==> src/rtl/music_pkg.sv <==
// Shared constants and FSM encodings for the note scheduling path.
package music_pkg;

  localparam int NOTE_W    = 6;
  localparam int DUR_W     = 6;
  localparam int NOTE_REST = 0;
  localparam int BEAT_HZ   = 48;

  typedef enum logic {
    ST_IDLE = 1'b0,
    ST_LOAD = 1'b1
  } state_t;

endpackage

==> src/rtl/dffr.sv <==
// Generic state flops with synchronous active-low reset, plain and with enable.
module dffr #(
  parameter int W = 1
) (
  input  logic         clk,
  input  logic         reset,
  input  logic [W-1:0] d,
  output logic [W-1:0] q
);

  // Register with synchronous clear
  always_ff @(posedge clk) begin
    if (!reset) q <= '0;
    else        q <= d;
  end

endmodule

module dffre #(
  parameter int W = 1
) (
  input  logic         clk,
  input  logic         reset,
  input  logic         en,
  input  logic [W-1:0] d,
  output logic [W-1:0] q
);

  // Register with synchronous clear and load enable
  always_ff @(posedge clk) begin
    if (!reset)  q <= '0;
    else if (en) q <= d;
    else         q <= q;
  end

endmodule

==> src/rtl/voice_counter.sv <==
// Per-voice remaining-beat down-counter with load priority and a done pulse.
module voice_counter #(
  parameter int DUR_W = 6
) (
  input  logic             clk,
  input  logic             reset,
  input  logic             load,
  input  logic             beat_en,
  input  logic [DUR_W-1:0] dur,
  output logic [DUR_W-1:0] count,
  output logic             active,
  output logic             done
);

  localparam logic [DUR_W-1:0] ONE = DUR_W'(1);

  logic [DUR_W-1:0] count_next_s;
  logic             done_next_s;

  // Load beats decrement; a load in the same cycle swallows the beat and its done pulse
  always_comb begin
    count_next_s = count;
    done_next_s  = 1'b0;
    if (load) begin
      count_next_s = dur;
      done_next_s  = 1'b0;
    end else if (beat_en && (count != '0)) begin
      count_next_s = count - ONE;
      done_next_s  = (count == ONE);
    end else begin
      count_next_s = count;
      done_next_s  = 1'b0;
    end
  end

  dffr #(.W(DUR_W)) u_count (.clk(clk), .reset(reset), .d(count_next_s), .q(count));
  dffr #(.W(1))     u_done  (.clk(clk), .reset(reset), .d(done_next_s),  .q(done));

  assign active = (count != '0);

endmodule

==> src/rtl/voice_allocator.sv <==
// Accepts notes from the song reader and assigns each to a free (or stolen) voice,
// issuing that voice's load strobe and tracking its remaining beats.
module voice_allocator #(
  parameter int NUM_VOICES = 3,
  parameter int NOTE_W     = music_pkg::NOTE_W,
  parameter int DUR_W      = music_pkg::DUR_W,
  parameter bit STEAL_EN   = 1'b1
) (
  input  logic                         clk,
  input  logic                         reset,
  input  logic                         play_enable,
  input  logic                         beat,
  input  logic                         note_valid,
  input  logic [NOTE_W-1:0]            note_in,
  input  logic [DUR_W-1:0]             dur_in,
  output logic                         note_ready,
  output logic [NUM_VOICES-1:0]        voice_load,
  output logic [NUM_VOICES*NOTE_W-1:0] voice_note,
  output logic [NUM_VOICES-1:0]        voice_active,
  output logic [NUM_VOICES-1:0]        voice_done,
  output logic                         stolen
);
  import music_pkg::*;

  localparam int SEL_W = (NUM_VOICES > 1) ? $clog2(NUM_VOICES) : 1;
  localparam int REQ_W = SEL_W + NOTE_W + DUR_W + 1;

  state_t                  state_s;
  state_t                  state_next_s;
  logic                    state_q_s;
  logic [DUR_W-1:0]        count_s [NUM_VOICES];
  logic                    free_found_s;
  logic [SEL_W-1:0]        free_idx_s;
  logic [SEL_W-1:0]        min_idx_s;
  logic [DUR_W-1:0]        min_cnt_s;
  logic [SEL_W-1:0]        pick_s;
  logic                    rest_in_s;
  logic                    ready_s;
  logic                    accept_s;
  logic                    beat_en_s;
  logic [NUM_VOICES-1:0]   load_s;
  logic [REQ_W-1:0]        req_r;
  logic [SEL_W-1:0]        sel_r;
  logic [NOTE_W-1:0]       note_r;
  logic [DUR_W-1:0]        dur_r;
  logic                    rest_r;

  // Free scan picks the lowest idle voice; the min scan is the steal candidate (ties to lower index)
  always_comb begin
    free_found_s = 1'b0;
    free_idx_s   = '0;
    min_idx_s    = '0;
    min_cnt_s    = count_s[0];
    for (int i = 0; i < NUM_VOICES; i++) begin
      if (!free_found_s && (count_s[i] == '0)) begin
        free_found_s = 1'b1;
        free_idx_s   = SEL_W'(i);
      end else begin
        free_found_s = free_found_s;
      end
      if (count_s[i] < min_cnt_s) begin
        min_cnt_s = count_s[i];
        min_idx_s = SEL_W'(i);
      end else begin
        min_cnt_s = min_cnt_s;
      end
    end
    pick_s = free_found_s ? free_idx_s : min_idx_s;
  end

  assign rest_in_s = (note_in == NOTE_W'(NOTE_REST)) || (dur_in == '0);
  assign ready_s   = reset && (state_s == ST_IDLE) && play_enable && (free_found_s || STEAL_EN);
  assign accept_s  = note_valid && ready_s;
  assign beat_en_s = beat && play_enable;

  dffr #(.W(1)) u_state (.clk(clk), .reset(reset), .d(state_next_s), .q(state_q_s));
  assign state_s = state_t'(state_q_s);

  dffre #(.W(REQ_W)) u_req (
    .clk(clk), .reset(reset), .en(accept_s),
    .d({pick_s, note_in, dur_in, rest_in_s}), .q(req_r)
  );
  assign {sel_r, note_r, dur_r, rest_r} = req_r;

  // Next-state: one LOAD cycle after every accept
  always_comb begin
    state_next_s = ST_IDLE;
    case (state_s)
      ST_IDLE: state_next_s = accept_s ? ST_LOAD : ST_IDLE;
      ST_LOAD: state_next_s = ST_IDLE;
      default: state_next_s = ST_IDLE;
    endcase
  end

  // Load strobe: rests consume no voice, and a reset in the LOAD cycle kills the strobe
  always_comb begin
    load_s = '0;
    if (reset && (state_s == ST_LOAD) && !rest_r) begin
      load_s[sel_r] = 1'b1;
    end else begin
      load_s = '0;
    end
  end

  for (genvar i = 0; i < NUM_VOICES; i++) begin : g_voice
    voice_counter #(.DUR_W(DUR_W)) u_cnt (
      .clk(clk), .reset(reset), .load(load_s[i]), .beat_en(beat_en_s), .dur(dur_r),
      .count(count_s[i]), .active(voice_active[i]), .done(voice_done[i])
    );
    dffre #(.W(NOTE_W)) u_note (
      .clk(clk), .reset(reset), .en(load_s[i]), .d(note_r),
      .q(voice_note[i*NOTE_W +: NOTE_W])
    );
  end

  assign note_ready = ready_s;
  assign voice_load = load_s;
  assign stolen     = |(load_s & voice_active);

endmodule

==> config.mk <==
export PLATFORM = sky130hd
export DESIGN_NAME = voice_allocator
export DESIGN_NICKNAME = d
export VERILOG_FILES = /design/src/rtl/music_pkg.sv /design/src/rtl/dffr.sv /design/src/rtl/voice_counter.sv /design/src/rtl/voice_allocator.sv
export SDC_FILE = /design/constraint.sdc
export NUM_CORES = 1
export LEC_CHECK = 0
export ABC_AREA = 1
export CAP_MARGIN = 20
export CORE_MARGIN = 8
export CORE_UTILIZATION = 57
export CTS_CLUSTER_DIAMETER = 100
export DETAILED_ROUTE_END_ITERATION = 10
export PLACE_DENSITY = 0.9
export SLEW_MARGIN = 25
export SYNTH_ARGS = -nofsm -noshare
export SYNTH_HDL_FRONTEND = slang
export SYNTH_SLANG_ARGS = --single-unit
==> constraint.sdc <==
create_clock -name clk -period 5.3 [get_ports clk]
set_input_delay 1.06 -clock clk [delete_from_list [all_inputs] [get_ports clk]]
set_output_delay 1.06 -clock clk [all_outputs]
set_load 0.005 [all_outputs]
# After elaboration in Yosys (flattened, before gate mapping)
# Index checks and enable logic that the tools add are counted.
# W data, S select, Z words.
# totals
reg_bits	55
latch_bits	0
mem_bits_rw	0
rom_bits	0
input_bits	17
word_cells	78
memories	0
# classes
addsub	3
mul	0
div	0
n_lt_le_gt_ge	4
eq_ne	3
n_shift	0
mux	20
bitwise_logic	6
n_reduce_logical	31
# op_table
cell	count
$mux W6	7
$logic_not A6 Y1	5
$eq A6 B1 Y1 const B	3
$reduce_bool A6 Y1	3
$sub A6 B1 Y6 const B	3
$logic_and A1 B1 Y1	12
$lt A6 B6 Y1	2
$reduce_or A3 Y1	4
$mux W1	7
$mux W2	3
$reduce_bool A2 Y1	3
$not A1 Y1	5
$and A3 B3 Y3	1
$logic_not A1 Y1	3
$lt A2 B3 Y1 const B	1
$mux W3	1
$demux W1 S2	1
$ge A2 B1 Y1 const B	1
$pmux W1 S2	1
$logic_or A1 B1 Y1	1

# Depth between registers and ports, before layout
# logic_depth
depth_word	9
ltp_mapped	17
mapped_depth_nobuf	16

# Modules after synthesis
# From an unflattened synthesis, not the netlist that was laid out.
# hier_totals
hier_cells	552
hier_area_um2	3540.9
# by_module_without_submodules
module	n_inst	cells_each	area_per_inst_um2
voice_counter	3	60	335.3
dffre (g_voice[0].u_note ...)	3	37	256.5
dffre (u_req)	1	94	633.1
voice_allocator	1	101	526.8
dffr (g_voice[0].u_cnt.u_count ...)	3	18	165.2
dffr (g_voice[0].u_cnt.u_done ...)	4	3	27.5

# Least setup slack after synthesis
# Ideal clock, no wire load.
# synth_timing
path_kind	in2out
from	input reset
to	output stolen
arrival_time_ns	1.735
required_ns	4.240
setup_slack_ns	2.505
path_stages	5
n_path_buf	1
path_cell_list	nand3b_4 -> nor3_4 -> buf_4 -> inv_2 -> o221ai_1
# synth_via
elab_chain_cells	5
# synth_lines
item	line_no	rtl
start, declared	voice_allocator.sv:10	input logic reset,
$logic_and A1 B1 Y1 (2 in series)	voice_allocator.sv:98	if (reset && (state_s == ST_LOAD) && !rest_r) begin
$mux W3	voice_allocator.sv:98	
$and A3 B3 Y3	voice_allocator.sv:118	assign stolen = |(load_s & voice_active);
$reduce_or A3 Y1	voice_allocator.sv:118	
end, declared	voice_allocator.sv:21	output logic stolen
# No other way between the ends.

# Final worst setup path
# Ends and elaborated chain as after synthesis.

==> results by stage <==
Worst hold path:
- The endpoint of the worst hold-timing path is g_voice[0].u_cnt.u_count.q[1]$_SDFFE_PN0P_.
- The cell depth of the worst min-delay path is 2.
- The kind of path behind the tightest hold check is flop to flop.
- The worst hold path begins at g_voice[0].u_cnt.u_count.q[1]$_SDFFE_PN0P_.

Yosys:
- Each instance of the synthesized netlist takes up on average around 7.6 um^2.
- Synthesis handed over a netlist of approximately 370 instances.
- The synthesized cell area is 2830 um^2.
- After synthesis, the cell types taking the most area are sky130_fd_sc_hd__dfxtp_1 39%, sky130_fd_sc_hd__nand2_1 10%, sky130_fd_sc_hd__ha_1 8.4%, sky130_fd_sc_hd__a21oi_1 8.3%, sky130_fd_sc_hd__o21ai_0 5.5%.
- Summed over all instances, the cell type with the most area after synthesis is sky130_fd_sc_hd__dfxtp_1.
- The number of flops mapped to enable cells by yosys is 0.
- The number of synthesis warnings is 0.
- Counting distinct cell types in the post-synthesis netlist gives 33.
- The fraction of registers with async set/reset is 0%.
- Synthesis produced a netlist with a net count of 410.
- The proportion of netlist area held by the largest area contributor is around 39%.
- Of the synthesized area, sequential elements account for 38.9%.
- The number of synthesized register bits is 55.
- The most used flip-flop cell after synthesis is sky130_fd_sc_hd__dfxtp_1.

Status:
- The flow ran to the end, and the final reports show no timing, DRC or antenna violations.

Floorplan:
- From left edge to right edge, the die measures approximately 86 um.
- After floorplanning, the core was sized to cover 4750 um^2.
- The total I/O pin count is 46.
- Once the floorplan was initialized, standard cells occupied 59.5% of the core.
- The die is just under 90 um tall.
- Row generation in the floorplan step produced 25 rows.
- The die covers around 7500 um^2.

STA:
- The worst pin sits at a relative slew slack of ~50%.
- The hold violation total from the final report came to 0.
- The fraction of the cycle the final worst path needs is between 70% and 80%.
- Adding up every negative setup slack in the final design gives 0 ns.
- The transition time at the pin with the least slew margin is between 0.7 and 0.8 ns.
- Setup repair after global routing left no endpoint under its margin.
- Static timing analysis puts the maximum clock frequency at about 0.25 GHz.
- For the finished layout, the period the worst path requires is slightly above 4 ns.
- The count of final setup violators is 0.
- The number of pins with negative max-slew slack in the final report is 0.
- The setup skew after layout is approximately 0.0076 ns.

Worst setup path:
- The kind of cell with the highest combined delay along the critical path is buffers and inverters.
- For the worst setup path, the data arrival time is about 3.0 ns.
- The number of buffers and inverters on the critical path is 4.
- The worst setup path is captured at an output port.
- The worst-case register-to-register setup slack is about 2.6 ns.
- For this run, the slowest stage of the critical path takes around 0.55 ns.
- The worst setup path is launched from a primary input.
- The reg-to-reg startpoint is g_voice[0].u_cnt.u_count.q[4]$_SDFFE_PN0P_.
- Traced cell by cell, the critical path runs through clkdlybuf4s50_1 > nand3b_4 > nor3_4 > buf_4 > inv_2 > o221ai_1 > clkdlybuf4s50_1.
- The start-to-end type of the worst setup path is primary input to output port.
- Among all stages on the critical path, the largest delay is contributed by sky130_fd_sc_hd__clkdlybuf4s50_1.
- The number of cell instances on the worst register-to-register path is 15.
- The cell repeated most along the worst path is sky130_fd_sc_hd__clkdlybuf4s50_1.
- The endpoint of the most critical register-to-register path is u_req.q[14]$_SDFFE_PN0P_.
- Along the worst path, the maximum fanout reaches 20.
- For the worst setup path, the data required time is between 4 and 5 ns.

Final layout:
- The final core utilization is between 70 and 80%.
- In the final layout, the share of cells above drive strength 1 is 6.62%.
- The filler cells instantiated in the layout total 390.
- The number of antenna diodes in the final layout is 0.
- The layout overhead on the synthesized area is 18.7%.
- After the last flow step, the layout net total stands at around 440.
- In the layout the commonest cells are 75 x sky130_fd_sc_hd__nand2_1, 55 x sky130_fd_sc_hd__dfxtp_1, 47 x sky130_fd_sc_hd__a21oi_1.
- The library cell used most frequently in the layout, excluding fill and tap cells, is sky130_fd_sc_hd__nand2_1.

Clocking:
- Post-CTS timing repair inserted 0 buffers for setup.
- The clock tree from TritonCTS is built.
- The number of buffers inserted by hold repair at cts is 0.
- Buffers inserted during clock tree synthesis total 5.
- Once the clock tree was built, the resizer swapped 0 gates to a different size.
- The clock net in this run drives a total of 55 sinks.
- In this run the clock root is driven by a sky130_fd_sc_hd__clkbuf_8.
- The largest buffer count on any clock path is 2.
- The maximum level of the CTS H-tree is 2.
- The insertion delay of the later-clocked pin in the worst-skew pair is about 0.31 ns.
- Clock-pin slew was measured on the worst setup and hold paths at about 0.1 ns.

Power:
- VDD sags by at most approximately 0.33 mV.
- For this design the ratio of total power to cell area is ~550 nW/um^2.
- The leakage power figure is between 1 and 1.5 nW.

Route:
- The number of nets with antenna violations after detailed routing is 0.
- The via count of the routed design is 2690.
- In the routed design, unresolved DRC markers number 0.
- The routed wire length per instance is about 15 um.
- The DRC violation total after the first TritonRoute iteration is between 200 and 250.
- The final layout contains routed wiring with a total length of between 7000 and 8000 um.
- The total iterations of the first detailed-routing run is 7.
- Using the TritonRoute via totals, the vias-per-cell ratio works out to 5.66.

GRT:
- Global routing used a little under a fifth of the available tracks.
- The first global-routing pass estimated approximately 12000 um of wire.
- The number of antenna violations at the first check in global routing is 0.
- Entering global routing, the biggest net connects 34 pins.
- Global routing finished with a remaining overflow of 0.
- The number of global-route vias before repair is between 2000 and 3000.

Placement:
- The number of input and output port buffers inserted is 45.
- The HPWL after detailed placement is 5330 um.
- Routability-driven placement finished with a final weighted congestion of approximately 0.93.

Flow run:
- The number of max-capacitance violations reported is 0.
## routing by layer
layer | part of all wire, % | vias to the layer above | GRT usage (%)
li1 | - | 1313 | -
met4 | 1.7 | 0 | 5.16
met2 | 48 | 121 | 33.0
met3 | 6.8 | 15 | 5.01
met1 | 44 | 1241 | 22.7
met5 | 0 | - | 0
## cell usage after synthesis (all sizes together) (2+ instances only)
cell    instances
xor2            3
buf            16
o211ai          3
dfxtp          55
xnor2           4
nor3            7
a21oi          47
a31oi           8
nor4            2
clkbuf          7
inv            39
o21ai          32
nand3          16
a221oi          2
ha             19
a22oi           4
a32oi           2
nand4           4
nand2          76
nor2           24
## kinds of logic after synthesis
family	share of synthesized area, %
DFF	38.9
AOI/OAI and AO/OA	19.4
and+or+nand+nor	20.9
adders and majority gates	8.40
xor gates and xnor gates	2.17
buffers and inverters	10.2
## final cells by class
type | count | area, um^2 | share of cell area [%]
timing repair buffer | 49 | 480 | 14.3
sequential | 55 | 1100 | 32.8
clock inverter | 2 | 20.0 | 0.596
inverter | 40 | 150 | 4.47
clock buffer | 6 | 82.6 | 2.46
multi-input combinational | 256 | 1440 | 42.9
tap | 67 | 83.8 | 2.50
## stage by stage
step                total power, mW  hold slack, ns  cell area [um^2]  instances  setup slack (ns)
detailed placement             1.59           0.468              3250        467              1.29
finish                         1.85           0.485              3360        475              1.24
global placement               1.54           0.454              3250        467              1.32
global route                   2.01           0.508              3360        475              1.17
floorplan                      1.35           0.443              2830        374              2.51
CTS                            1.84           0.484              3360        475              1.25
## report_power, final
part	internal (mW)	total, mW	switching [mW]
Clock	0.110	0.252	0.142
Sequential	0.468	0.533	0.0646
Combinational	0.420	1.06	0.640
Total	0.998	1.85	0.847
## worst reg2reg max path: stages (launching register included)
cell and delay, ns:
sky130_fd_sc_hd__dfxtp_1 0.41, sky130_fd_sc_hd__inv_1 0.11, sky130_fd_sc_hd__ha_1 0.28, sky130_fd_sc_hd__nand2_1 0.08, sky130_fd_sc_hd__inv_1 0.05, sky130_fd_sc_hd__a21oi_1 0.18
sky130_fd_sc_hd__nand2_1 0.25, sky130_fd_sc_hd__o21ai_0 0.26, sky130_fd_sc_hd__ha_1 0.28, sky130_fd_sc_hd__a21oi_1 0.15, sky130_fd_sc_hd__nor2_1 0.05, sky130_fd_sc_hd__a211oi_1 0.20
sky130_fd_sc_hd__nand2_1 0.13, sky130_fd_sc_hd__nand2_1 0.07, sky130_fd_sc_hd__nand2_1 0.05, sky130_fd_sc_hd__a21oi_1 0.11
## flip-flops by register name (all words and copies together) (netlist names)
signal,cells
g_voice.u_note.q,18
u_req.q,15
g_voice.u_cnt.u_done.q,3
u_state.q,1
g_voice.u_cnt.u_count.q,18
## worst max-delay path by stage
stage          startpoint      to  slack [ns]  cells after the start
5_1_grt             reset  stolen        1.17                      7
3_5_place_dp        reset  stolen        1.29                      7
6_report            reset  stolen        1.24                      7
2_1_floorplan       reset  stolen        2.51                      5
3_3_place_gp        reset  stolen        1.32                      7
4_1_cts             reset  stolen        1.25                      7
Power figures use the tool's default switching activity.
